File: config.mk
export PLATFORM = sky130hd
export DESIGN_NAME = if_fetch_unit
export DESIGN_NICKNAME = d
export VERILOG_FILES = /design/src/rtl/if_fetch_unit.sv
export SDC_FILE = /design/constraint.sdc
export NUM_CORES = 1
export LEC_CHECK = 0
export ABC_AREA = 1
export CAP_MARGIN = 0
export CORE_MARGIN = 2
export CORE_UTILIZATION = 48
export CTS_CLUSTER_SIZE = 20
export DETAILED_ROUTE_END_ITERATION = 10
export GPL_TIMING_DRIVEN = 1
export PLACE_DENSITY = 0.8
export RECOVER_POWER = 50
export SYNTH_ARGS = -nofsm -noshare
export SYNTH_HDL_FRONTEND = slang
export SYNTH_SLANG_ARGS = --single-unit
File: constraint.sdc
create_clock -name clk -period 2.91 [get_ports clk]
set_input_delay 0.873 -clock clk [delete_from_list [all_inputs] [get_ports clk]]
set_output_delay 0.873 -clock clk [all_outputs]
set_load 0.05 [all_outputs]
File: src/rtl/if_fetch_unit.sv
// if_fetch_unit: instruction fetch stage with an in-order fetch
// queue, stale-response discard and redirect flush.
module if_fetch_unit #(
  parameter int DEPTH = 2
) (
  input  logic        clk,
  input  logic        rst,
  input  logic [31:0] PC,
  output logic [31:0] PC_Next,
  input  logic        redirect_valid,
  input  logic [31:0] redirect_pc,
  output logic        imem_req_valid,
  input  logic        imem_req_ready,
  output logic [31:0] imem_req_addr,
  input  logic        imem_rsp_valid,
  input  logic [31:0] imem_rsp_data,
  output logic        id_valid,
  input  logic        id_ready,
  output logic [31:0] id_pc,
  output logic [31:0] id_instr
);
  localparam int AW = $clog2(DEPTH);
  localparam int CW = AW + 1;

  logic [31:0]      pc_q    [DEPTH];
  logic [31:0]      instr_q [DEPTH];
  logic [DEPTH-1:0] filled_q, filled_d;
  logic [AW-1:0]    head_q, head_d;
  logic [AW-1:0]    tail_q, tail_d;
  logic [AW-1:0]    fill_q, fill_d;
  logic [CW-1:0]    count_q, count_d;
  logic [CW-1:0]    unfl_q, unfl_d;
  logic [CW-1:0]    disc_q, disc_d;
  logic [CW:0]      occ;
  logic             fire_req, fire_id;
  logic             rsp_drop, rsp_fill;

  assign occ = {1'b0, count_q} + {1'b0, disc_q};
  assign imem_req_addr = {PC[31:2], 2'b00};
  assign imem_req_valid = !redirect_valid
                       && (occ < (CW+1)'(DEPTH));
  assign fire_req = imem_req_valid && imem_req_ready;

  assign id_valid = !redirect_valid
                 && (count_q != '0)
                 && filled_q[head_q];
  assign fire_id  = id_valid && id_ready;
  assign id_pc    = pc_q[head_q];
  assign id_instr = instr_q[head_q];

  // A response with nothing to fill and nothing to drop is ignored
  assign rsp_drop = imem_rsp_valid && (disc_q != '0);
  assign rsp_fill = imem_rsp_valid && (disc_q == '0)
                 && (unfl_q != '0);

  always_comb begin
    PC_Next = PC;
    if (redirect_valid) begin
      PC_Next = {redirect_pc[31:2], 2'b00};
    end else if (fire_req) begin
      PC_Next = PC + 32'd4;
    end
  end

  always_comb begin
    head_d   = head_q;
    tail_d   = tail_q;
    fill_d   = fill_q;
    count_d  = count_q;
    unfl_d   = unfl_q;
    disc_d   = disc_q;
    filled_d = filled_q;
    if (redirect_valid) begin
      head_d   = '0;
      tail_d   = '0;
      fill_d   = '0;
      count_d  = '0;
      unfl_d   = '0;
      filled_d = '0;
      // Every unfilled request still has a response coming back
      disc_d   = disc_q + unfl_q
               - CW'(rsp_drop || rsp_fill);
    end else begin
      if (fire_req) begin
        tail_d           = tail_q + 1'b1;
        filled_d[tail_q] = 1'b0;
      end
      if (rsp_drop) begin
        disc_d = disc_q - 1'b1;
      end
      if (rsp_fill) begin
        fill_d           = fill_q + 1'b1;
        filled_d[fill_q] = 1'b1;
      end
      if (fire_id) begin
        head_d = head_q + 1'b1;
      end
      count_d = count_q + CW'(fire_req) - CW'(fire_id);
      unfl_d  = unfl_q + CW'(fire_req) - CW'(rsp_fill);
    end
  end

  always_ff @(posedge clk or negedge rst) begin
    if (!rst) begin
      head_q   <= '0;
      tail_q   <= '0;
      fill_q   <= '0;
      count_q  <= '0;
      unfl_q   <= '0;
      disc_q   <= '0;
      filled_q <= '0;
      for (int i = 0; i < DEPTH; i++) begin
        pc_q[i]    <= '0;
        instr_q[i] <= '0;
      end
    end else begin
      head_q   <= head_d;
      tail_q   <= tail_d;
      fill_q   <= fill_d;
      count_q  <= count_d;
      unfl_q   <= unfl_d;
      disc_q   <= disc_d;
      filled_q <= filled_d;
      if (fire_req) begin
        pc_q[tail_q] <= imem_req_addr;
      end
      if (rsp_fill && !redirect_valid) begin
        instr_q[fill_q] <= imem_rsp_data;
      end
    end
  end

endmodule
Word-level counts from Yosys, hierarchy flattened

Index checks and enable logic that the tools add are counted.

Add/sub/neg operators: 12
Multiply operators: 0
Divide/modulo/power cells: 0
$lt $le $gt $ge: 11
Muxes and demuxes: 34
Bitwise operators: 6
Shift-type cells: 0
Reduce and logical (&&, ||, !) cells: 23
Equal/unequal tests: 0

Operator list:

| kind                                                                 | number |
|---|---|
| 32-bit two-way mux                                                   | 10 |
| 64-bit bitwise mux                                                   | 2 |
| 32-bit demux with 1-bit select                                       | 2 |
| 32-bit by 3-bit adder with 32-bit output, second input constant      | 1 |
| 2-bit two-way mux                                                    | 8 |
| 2-bit nonzero test                                                   | 7 |
| 1-bit logical AND                                                    | 13 |
| 1-bit two-way mux                                                    | 10 |
| 2-bit >= comparator, second input constant                           | 3 |
| 1-bit by 2-bit < comparator with 1-bit output, second input constant | 3 |
| 1-bit NOT with 2-bit output                                          | 3 |
| 2-bit by 1-bit subtractor with 2-bit output                          | 3 |
| 2-bit by 1-bit adder with 2-bit output                               | 2 |
| 2-bit by 1-bit < comparator with 1-bit output, second input constant | 2 |
| 1-bit adder, second input constant                                   | 3 |
| 2-bit by 2-bit adder with 3-bit output                               | 1 |
| 3-bit by 2-bit < comparator with 1-bit output, second input constant | 1 |
| 2-bit adder                                                          | 1 |
| 2-bit bitwise AND                                                    | 1 |
| 1-bit demux with 1-bit select                                        | 2 |
| 1-bit >= comparator, second input constant                           | 2 |
| 2-bit zero test                                                      | 1 |
| 2-bit NOT                                                            | 1 |
| 2-bit bitwise OR                                                     | 1 |
| other kinds (3)                                                      | 3 |

Bits in read-only memories: 0
Memories kept: 0
Bits in writable memories: 0
Word-level logic and storage cells: 97
Output and inout port bits: 130
Flip-flop bits (word level): 139
Input bits: 102
Latch bits: 0

Longest topological paths before layout

Gate-level depths: netlist (run 1).

Word-level depth: 11
Depth in mapped cells: 12
Mapped depth without buffers: 12

Least setup slack after synthesis (run 1)

OpenSTA, ideal clock, no wires.

Kind: register -> output
From: reg count_q[0]
To: out PC_Next[14]
Data arrival time: 2815 ps
Stages on the path, launching flop included: 11
Buffers on the path: 1
Slack: -778 ps
Required time: 2037 ps
Cells stage by stage: dfrtp_1 -> nand2_1 -> inv_1 -> fa_1 -> nor2_2 -> nand3_4 -> buf_6 -> nor2_4 -> nand2_1 -> xor2_1 -> o21ai_0

Word-level cells in the longest chain between the ends: 6

RTL lines:

| element                                       | line | text |
|---|---|---|
| start, declared                               | 31   | `logic [CW-1:0] count_q, count_d;` |
| start signal, assigned                        | 120  | `count_q <= count_d;` |
| 2-bit by 2-bit adder with 3-bit output        | 38   | `assign occ = {1'b0, count_q} + {1'b0, disc_q};` |
| 3-bit by 2-bit < comparator with 1-bit output | 41   | `&& (occ < (CW+1)'(DEPTH));` |
| 1-bit logical AND                             | 41   |  |
| 1-bit logical AND                             | 42   | `assign fire_req = imem_req_valid && imem_req_ready;` |
| 32-bit two-way mux                            | 60   | `end else if (fire_req) begin` |
| 32-bit two-way mux                            | 58   | `if (redirect_valid) begin` |
| end, declared                                 | 9    | `output logic [31:0] PC_Next,` |

No other way between the ends.

Worst setup path after layout (run 1)

From: in PC[11]
To: out PC_Next[18]

Word-level cells in the longest chain between the ends: 3

RTL lines:

| element                                  | line | text |
|---|---|---|
| start, declared                          | 8    | `input logic [31:0] PC,` |
| 32-bit by 3-bit adder with 32-bit output | 61   | `PC_Next = PC + 32'd4;` |
| 32-bit two-way mux                       | 60   |  |
| 32-bit two-way mux                       | 58   |  |

No other way between the ends.

==> flow_summary.json, run 1 <==
{
  "run_status": "finished with violations",
  "violations": "setup timing",
  "finalMaxSlewViolations": 0,
  "place.detailed.hpwl_um": 16700,
  "hold_path_depth": 2,
  "grt_setup_unrepaired": "true",
  "final-hold-violation-count": 0,
  "netlist.area_leader.share_pct": 44.8,
  "area_growth_syn_to_layout_pct": 59.6,
  "total_power_uw": 9540,
  "post_synthesis_cell_area_mm2": 0.00755,
  "worst_hold_path_type": "flop to flop",
  "globalRoute.totalOverflow": 0,
  "final_design_area_no_fill_mm2": 0.0120,
  "finalWeightedCongestion": 0.943,
  "clock_sinks": 135,
  "detailedRoute.firstIterationViolations": 603,
  "cts_root_buf": "sky130_fd_sc_hd__clkbuf_16",
  "critical_path.reg2reg.endpoint": "pc_q[7]",
  "static_leakage_uw": 0.00592,
  "timing.critical_path.required_ns": 2.04,
  "drive_above_1_share_pct": 27.9,
  "r2r-start": "disc_q[0]",
  "syn_inst": 1008,
  "cts_tree": "done",
  "worst_hold_path_startpoint": "instr_q[40]",
  "dp.cells": 1464,
  "r2r_slack_ns": 0.44,
  "global_route_wire_length_before_repair_um": 37200,
  "finish.net_count": 1388,
  "worstSkewPairLatency_ns": 0.42,
  "sequential_cell_area_mm2": 0.00338,
  "layout.cells.most_common": "sky130_fd_sc_hd__nand2_1",
  "placeable_core_region_mm2": 0.0153,
  "fmaxAchievable_mhz": 281,
  "ys_seq_elements": 135,
  "grt_pass1_vias": 7387,
  "yosysWarningCount": 0,
  "wire_per_inst_um": 15.9,
  "clock_skew_ns": 0.00596,
  "placementRows": 45,
  "grt_util_all_layers_pct": 28.7,
  "width_of_the_die_um": 129,
  "worstPathArrival_ns": 2.69,
  "min_delay_worst_endpoint": "instr_q[40]",
  "met2_usage_pct": 49.7,
  "dpl-instance-area_mm2": 0.0112,
  "postRouteAntennaNets": 0,
  "report.final.setup_viol": 30,
  "timing.max_cap.violations": 0,
  "initial_core_util_pct": 49.5,
  "most_used_cells_in_the_layout_excluding_fill_and_tap_cells": "331 x sky130_fd_sc_hd__nand2_1, 143 x sky130_fd_sc_hd__buf_4, 134 x sky130_fd_sc_hd__dfrtp_1",
  "port-buffer-count": 225,
  "fin_setup_tns_ns": -16.79,
  "die_h_um": 129,
  "timing.critical_path.fanout_max": 5,
  "grt_use_met3_pct": 7.10,
  "worstRegToRegCells": 10,
  "max-clock-path-buffers": 2,
  "synth.distinct_cells": 34,
  "post_synth_main_area_contributors": "sky130_fd_sc_hd__dfrtp_1 45%, sky130_fd_sc_hd__nand2_1 18%, sky130_fd_sc_hd__o21ai_0 9.3%, sky130_fd_sc_hd__inv_1 5.7%, sky130_fd_sc_hd__buf_4 3.5%",
  "finalCriticalPeriod_ns": 3.56,
  "vdd_ir_drop_max_v": 0.000545,
  "relative_slew_slack_pct": 23.1,
  "tritoncts_buffer_count": 17,
  "firstDrtPassIters": 5,
  "grt_most_used_layer": "met2",
  "grtUsageMet1_pct": 34.9,
  "final.period_utilization_pct": 122,
  "total_via_count_in_the_routed_design": 7625,
  "final_cell_count_without_fillers": 1501,
  "route.detailed.vias_per_inst": 5.08,
  "grt_antenna_before_repair": 1,
  "cts.htree.levels": 4,
  "startpoint_type": "primary input",
  "num_antenna_cells": 0,
  "setup_ws_ns": -0.649,
  "post-synth-top-area-cell": "sky130_fd_sc_hd__dfrtp_1",
  "grt_start_max_net_pins": 94,
  "holdBufCountCts": 0,
  "crit_path_end_kind": "output pin",
  "nFillCells": 1011,
  "area_of_combinational_cells_with_multiple_inputs_mm2": 0.00365,
  "power.density_cell_area_mw_per_mm2": 792,
  "clkTransAtPathRegs_ns": 0.05,
  "yosysSeqAreaShare_pct": 44.8,
  "setup.worst_path.class": "primary input to output pin",
  "design.die.area_mm2": 0.0167,
  "synth.avg_cell_area_um2": 7.49,
  "route.detailed.drc": 0,
  "boundaryPins": 232,
  "drt_wl_total_um": 23800,
  "tightest_slew_ns": 1.15
}
-- timing repair --
item,in CTS,in global routing
buffers inserted,3,3
setup endpoints to repair,31,33
gates resized for setup,40,22
pin swaps,15,13
-- cell families after synthesis --
kind of cell    count (synthesis)  synth area share [%]
buf+inv                       198                  12.1
simple gates                  462                  25.2
flops                         135                  44.8
fa+ha+maj                       9                  1.59
xor+xnor                       16                  1.86
mux                            16                  2.39
other cells                     1                0.0497
compound gates                171                  12.1
-- registers in the layout, summed over array words and instances, names as in the netlist --
name and cells:
head_q 1, pc_q 60, disc_q 2, count_q 2, filled_q 2, tail_q 1
fill_q 1, unfl_q 2, instr_q 64
-- worst max-delay path: stages --
cell and delay (ns):
sky130_fd_sc_hd__clkdlybuf4s50_1 0.56, sky130_fd_sc_hd__nand2_1 0.12, sky130_fd_sc_hd__inv_1 0.09, sky130_fd_sc_hd__nand2_1 0.15, sky130_fd_sc_hd__nor3_4 0.35, sky130_fd_sc_hd__nand2_1 0.12
sky130_fd_sc_hd__nand2_1 0.11, sky130_fd_sc_hd__nand3_2 0.07, sky130_fd_sc_hd__nand2_2 0.09, sky130_fd_sc_hd__buf_12 0.13
-- power breakdown --
part / total (uW) / switching [uW] / internal, uW
Combinational: 4430 / 2760 / 1670
Clock: 2350 / 821 / 1530
Sequential: 2760 / 285 / 2480
Total: 9540 / 3870 / 5680
-- per-stage QoR --
| step | hold slack, ns | utilization (%) | setup slack [ns] |
|---|---|---|---|
| 2_1_floorplan | 0.453 | - | -0.137 |
| 3_3_place_gp | 0.465 | 73.3 | -0.725 |
| 3_5_place_dp | 0.473 | 73.3 | -0.758 |
| 4_1_cts | 0.390 | 78.6 | -0.654 |
| 5_1_grt | 0.501 | 78.9 | -0.777 |
| 6_report | 0.482 | 78.9 | -0.649 |
-- layer usage --
layer  part of all wire [%]  wire length [um]
met3                    8.4              2010
met2                     50             11800
met4                    3.0               724
met1                     39              9240
met5                  0.067                16
-- cells in the mapped netlist --
master and instances:
sky130_fd_sc_hd__o21bai_1 5, sky130_fd_sc_hd__ha_1 8, sky130_fd_sc_hd__clkbuf_1 27, sky130_fd_sc_hd__buf_6 2, sky130_fd_sc_hd__dfrtp_1 135, sky130_fd_sc_hd__mux2_2 15
sky130_fd_sc_hd__o21ai_0 141, sky130_fd_sc_hd__xor2_1 9, sky130_fd_sc_hd__buf_4 35, sky130_fd_sc_hd__o211ai_2 1, sky130_fd_sc_hd__nand4_1 11, sky130_fd_sc_hd__nor3_4 1
sky130_fd_sc_hd__nor2_4 5, sky130_fd_sc_hd__fa_1 1, sky130_fd_sc_hd__inv_2 1, sky130_fd_sc_hd__conb_1 1, sky130_fd_sc_hd__a21oi_1 6, sky130_fd_sc_hd__buf_2 17
sky130_fd_sc_hd__nand3_1 36, sky130_fd_sc_hd__mux2_1 1, sky130_fd_sc_hd__nor2_1 40, sky130_fd_sc_hd__nor3_1 4, sky130_fd_sc_hd__nand3_4 1, sky130_fd_sc_hd__nand2_1 359
sky130_fd_sc_hd__xnor2_1 7, sky130_fd_sc_hd__inv_1 114, sky130_fd_sc_hd__nor3_2 3, sky130_fd_sc_hd__o22ai_1 1, sky130_fd_sc_hd__o21a_1 14, sky130_fd_sc_hd__buf_1 1
sky130_fd_sc_hd__o21ai_1 2, sky130_fd_sc_hd__nor2_2 2, sky130_fd_sc_hd__a22o_1 1, sky130_fd_sc_hd__clkinv_1 1
-- how the worst max path moves through the flow --
stage | start | endpoint | slack, ns | cells after the start
global placement | PC[2] | PC_Next[14] | -0.73 | 10
finish | PC[11] | PC_Next[18] | -0.65 | 10
global route | disc_q[0] | PC_Next[31] | -0.78 | 12
detailed placement | PC[2] | PC_Next[18] | -0.76 | 11
CTS | disc_q[0] | PC_Next[23] | -0.65 | 12
floorplan | count_q[0] | PC_Next[14] | -0.14 | 10
-- layout make-up --
class	instances	share of cell area, %
timing repair buffer	329	30.4
clock buffer	22	4.02
multi-input combinational	678	30.3
clock inverter	10	1.38
sequential	135	28.1
tap	211	2.19
inverter	116	3.63
Note: power is estimated with default switching activity, not from simulation.
==> run 2, diff against run 1 <==
- PLACE_DENSITY: 0.8 -> 0.81
- SKIP_LAST_GASP: unset -> 1
==> run 2 against run 1 <==
Against the previous run: the flow still finishes with violations (setup timing); maximum frequency rose by 1.4%; non-clock buffer count rose by 1; combinational power rose by 11%; first-iteration DRC count rose by 41%; die area did not move; clock-buffer cell count fell by 4; critical path depth rose by 1; routed wire length rose by 6.6%; largest power group unchanged.
==> flow_summary.json, run 2 (synthesis results as in run 1) <==
{
  "regMostFlops": "instr_q",
  "largest_register_ff_count": 64,
  "design.die.area_mm2": 0.0167,
  "tightest_slew_ns": 1.46,
  "slowest_stage": "sky130_fd_sc_hd__fa_2",
  "most_used_cells_in_the_layout_excluding_fill_and_tap_cells": "324 x sky130_fd_sc_hd__nand2_1, 134 x sky130_fd_sc_hd__dfrtp_1, 133 x sky130_fd_sc_hd__o21ai_0",
  "die_h_um": 129,
  "cts_tree": "done",
  "final_cell_count_without_fillers": 1504,
  "bufs_and_invs_on_worst_path": 3,
  "total_via_count_in_the_routed_design": 7835,
  "crit_path_end_kind": "output pin",
  "max_stage_delay_ns": 0.45,
  "startpoint_type": "flop",
  "report.final.setup_viol": 30,
  "route.detailed.drc": 0,
  "static_leakage_uw": 0.00604,
  "port-buffer-count": 225,
  "power.density_cell_area_mw_per_mm2": 793,
  "placementRows": 45,
  "route.detailed.vias_per_inst": 5.21,
  "max-clock-path-buffers": 2,
  "layout.core_utilization_pct": 80.8,
  "setup_ws_ns": -0.600,
  "width_of_the_die_um": 129,
  "grt_setup_unrepaired": "true",
  "global_route_wire_length_before_repair_um": 38000,
  "finalWeightedCongestion": 0.941,
  "fmaxAchievable_mhz": 285,
  "worst_hold_path_type": "flop to flop",
  "grt_util_all_layers_pct": 29.2,
  "drive_above_1_share_pct": 29.3,
  "worstPathArrival_ns": 2.64,
  "vdd_ir_drop_max_v": 0.000621,
  "timing.critical_path.required_ns": 2.04,
  "timing.critical_path.fanout_max": 9,
  "clock_sinks": 135,
  "grt_antenna_before_repair": 2,
  "grt_start_max_net_pins": 61,
  "cts_root_buf": "sky130_fd_sc_hd__clkbuf_16",
  "finalCriticalPeriod_ns": 3.51,
  "cts.htree.levels": 4,
  "finalMaxSlewViolations": 0,
  "tritoncts_buffer_count": 17,
  "globalRoute.totalOverflow": 0,
  "setup.worst_path.class": "flop to output pin",
  "worst_setup_path_start": "disc_q[0]",
  "biggestRegsByFlops": "instr_q x64, pc_q x60",
  "critical-path-top-delay-family": "simple AND/OR/NAND/NOR gates",
  "postRouteAntennaNets": 0,
  "clock_skew_ns": 0.00792,
  "layout.cells.most_common": "sky130_fd_sc_hd__nand2_1",
  "critical_path.cell_chain": "nand2_1, inv_2, fa_2, nor2_4, nand3_4, buf_12, nor2_4, nand2_2, xor2_2, o21ai_4, buf_12",
  "placeable_core_region_mm2": 0.0153,
  "initial_core_util_pct": 49.5,
  "worstSkewPairLatency_ns": 0.43,
  "timing.max_cap.violations": 0,
  "detailedRoute.firstIterationViolations": 853,
  "final.period_utilization_pct": 121,
  "firstDrtPassIters": 5,
  "clkTransAtPathRegs_ns": 0.06,
  "drt_wl_total_um": 25400,
  "finish.net_count": 1389,
  "dp.cells": 1461,
  "boundaryPins": 232,
  "worst_hold_path_startpoint": "instr_q[5]",
  "area_growth_syn_to_layout_pct": 63.4,
  "relative_slew_slack_pct": 2.48,
  "violations": "setup timing",
  "run_status": "finished with violations",
  "final-hold-violation-count": 0,
  "grt_pass1_vias": 7722,
  "wire_per_inst_um": 16.9,
  "r2r-start": "disc_q[0]",
  "place.detailed.hpwl_um": 16900
}
==> run 2: cell types whose count changed in the layout (fill, tap and decap cells not counted), sizes merged, moves of 3 or more <==
cell | before | now
clkdlybuf4s50 | 88 | 79
clkinv | 4 | 7
diode | 0 | 4
clkbuf | 27 | 24
dlymetal6s2s | 1 | 9
==> run 2: worst min-delay path: stages (launching register included) <==
cell	delay [ns]
sky130_fd_sc_hd__dfrtp_1	0.34
sky130_fd_sc_hd__nand2_1	0.05
sky130_fd_sc_hd__o21ai_0	0.06
==> run 2: power by group <==
group / switching [uW] / total, uW / internal [uW]
logic: 2890 / 4910 / 2020
clock network: 836 / 2110 / 1270
registers: 279 / 2760 / 2480
==> run 2: cell type report <==
class                   count  area [um^2]
multi-input cells         678         3700
well taps                 211          264
clock buffers              18          439
inverters                 116          440
fillers                   895         2930
diodes                      4         10.0
clock inverters            12          131
flip-flops and latches    135         3380
repair buffers            330         3970
==> run 2: final timing paths <==
kind,end,slack [ns],cells past startpoint
max in group asynchronous,instr_q[14],0.53,2
worst min-delay path,instr_q[5],0.48,2
worst max-delay path,PC_Next[13],-0.60,11
min in group asynchronous,pc_q[5],0.78,1
worst max register to register,count_q[1],0.54,12
worst min register to register,instr_q[5],0.48,2
==> run 2: timing repair <==
item                                    4_1_cts  5_1_grt
gates resized for setup                      45       52
pin swaps                                    18       25
hold buffers                                  0        0
endpoints found under the setup margin       30       32
cloned                                        0        0
setup buffers                                 2        8
==> run 2: metal layers <==
| layer | vias up | routed length [um] | global-route usage, % | part of all wire (%) |
|---|---|---|---|---|
| met5 | - | 0 | 0 | 0 |
| met2 | 408 | 12400 | 49.3 | 49 |
| met1 | 3661 | 9580 | 34.9 | 38 |
| met4 | 0 | 1120 | 14.1 | 4.4 |
| met3 | 94 | 2270 | 7.47 | 8.9 |
| li1 | 3672 | - | - | - |
==> run 2: stage by stage <==
stage                     total power (uW)  instance area, um^2  setup TNS, ns  worst slack, ns  hold WS [ns]
final                                 9780                12300         -15.00           -0.600         0.483
after global routing                 10200                12300         -17.84           -0.681         0.503
after CTS                             9680                12100         -15.59           -0.594         0.429
after detailed placement              7540                11400         -19.21           -0.802         0.473
after global placement                7410                11400         -18.24           -0.769         0.465
after floorplan                       5390                 7750         -0.206           -0.137         0.453
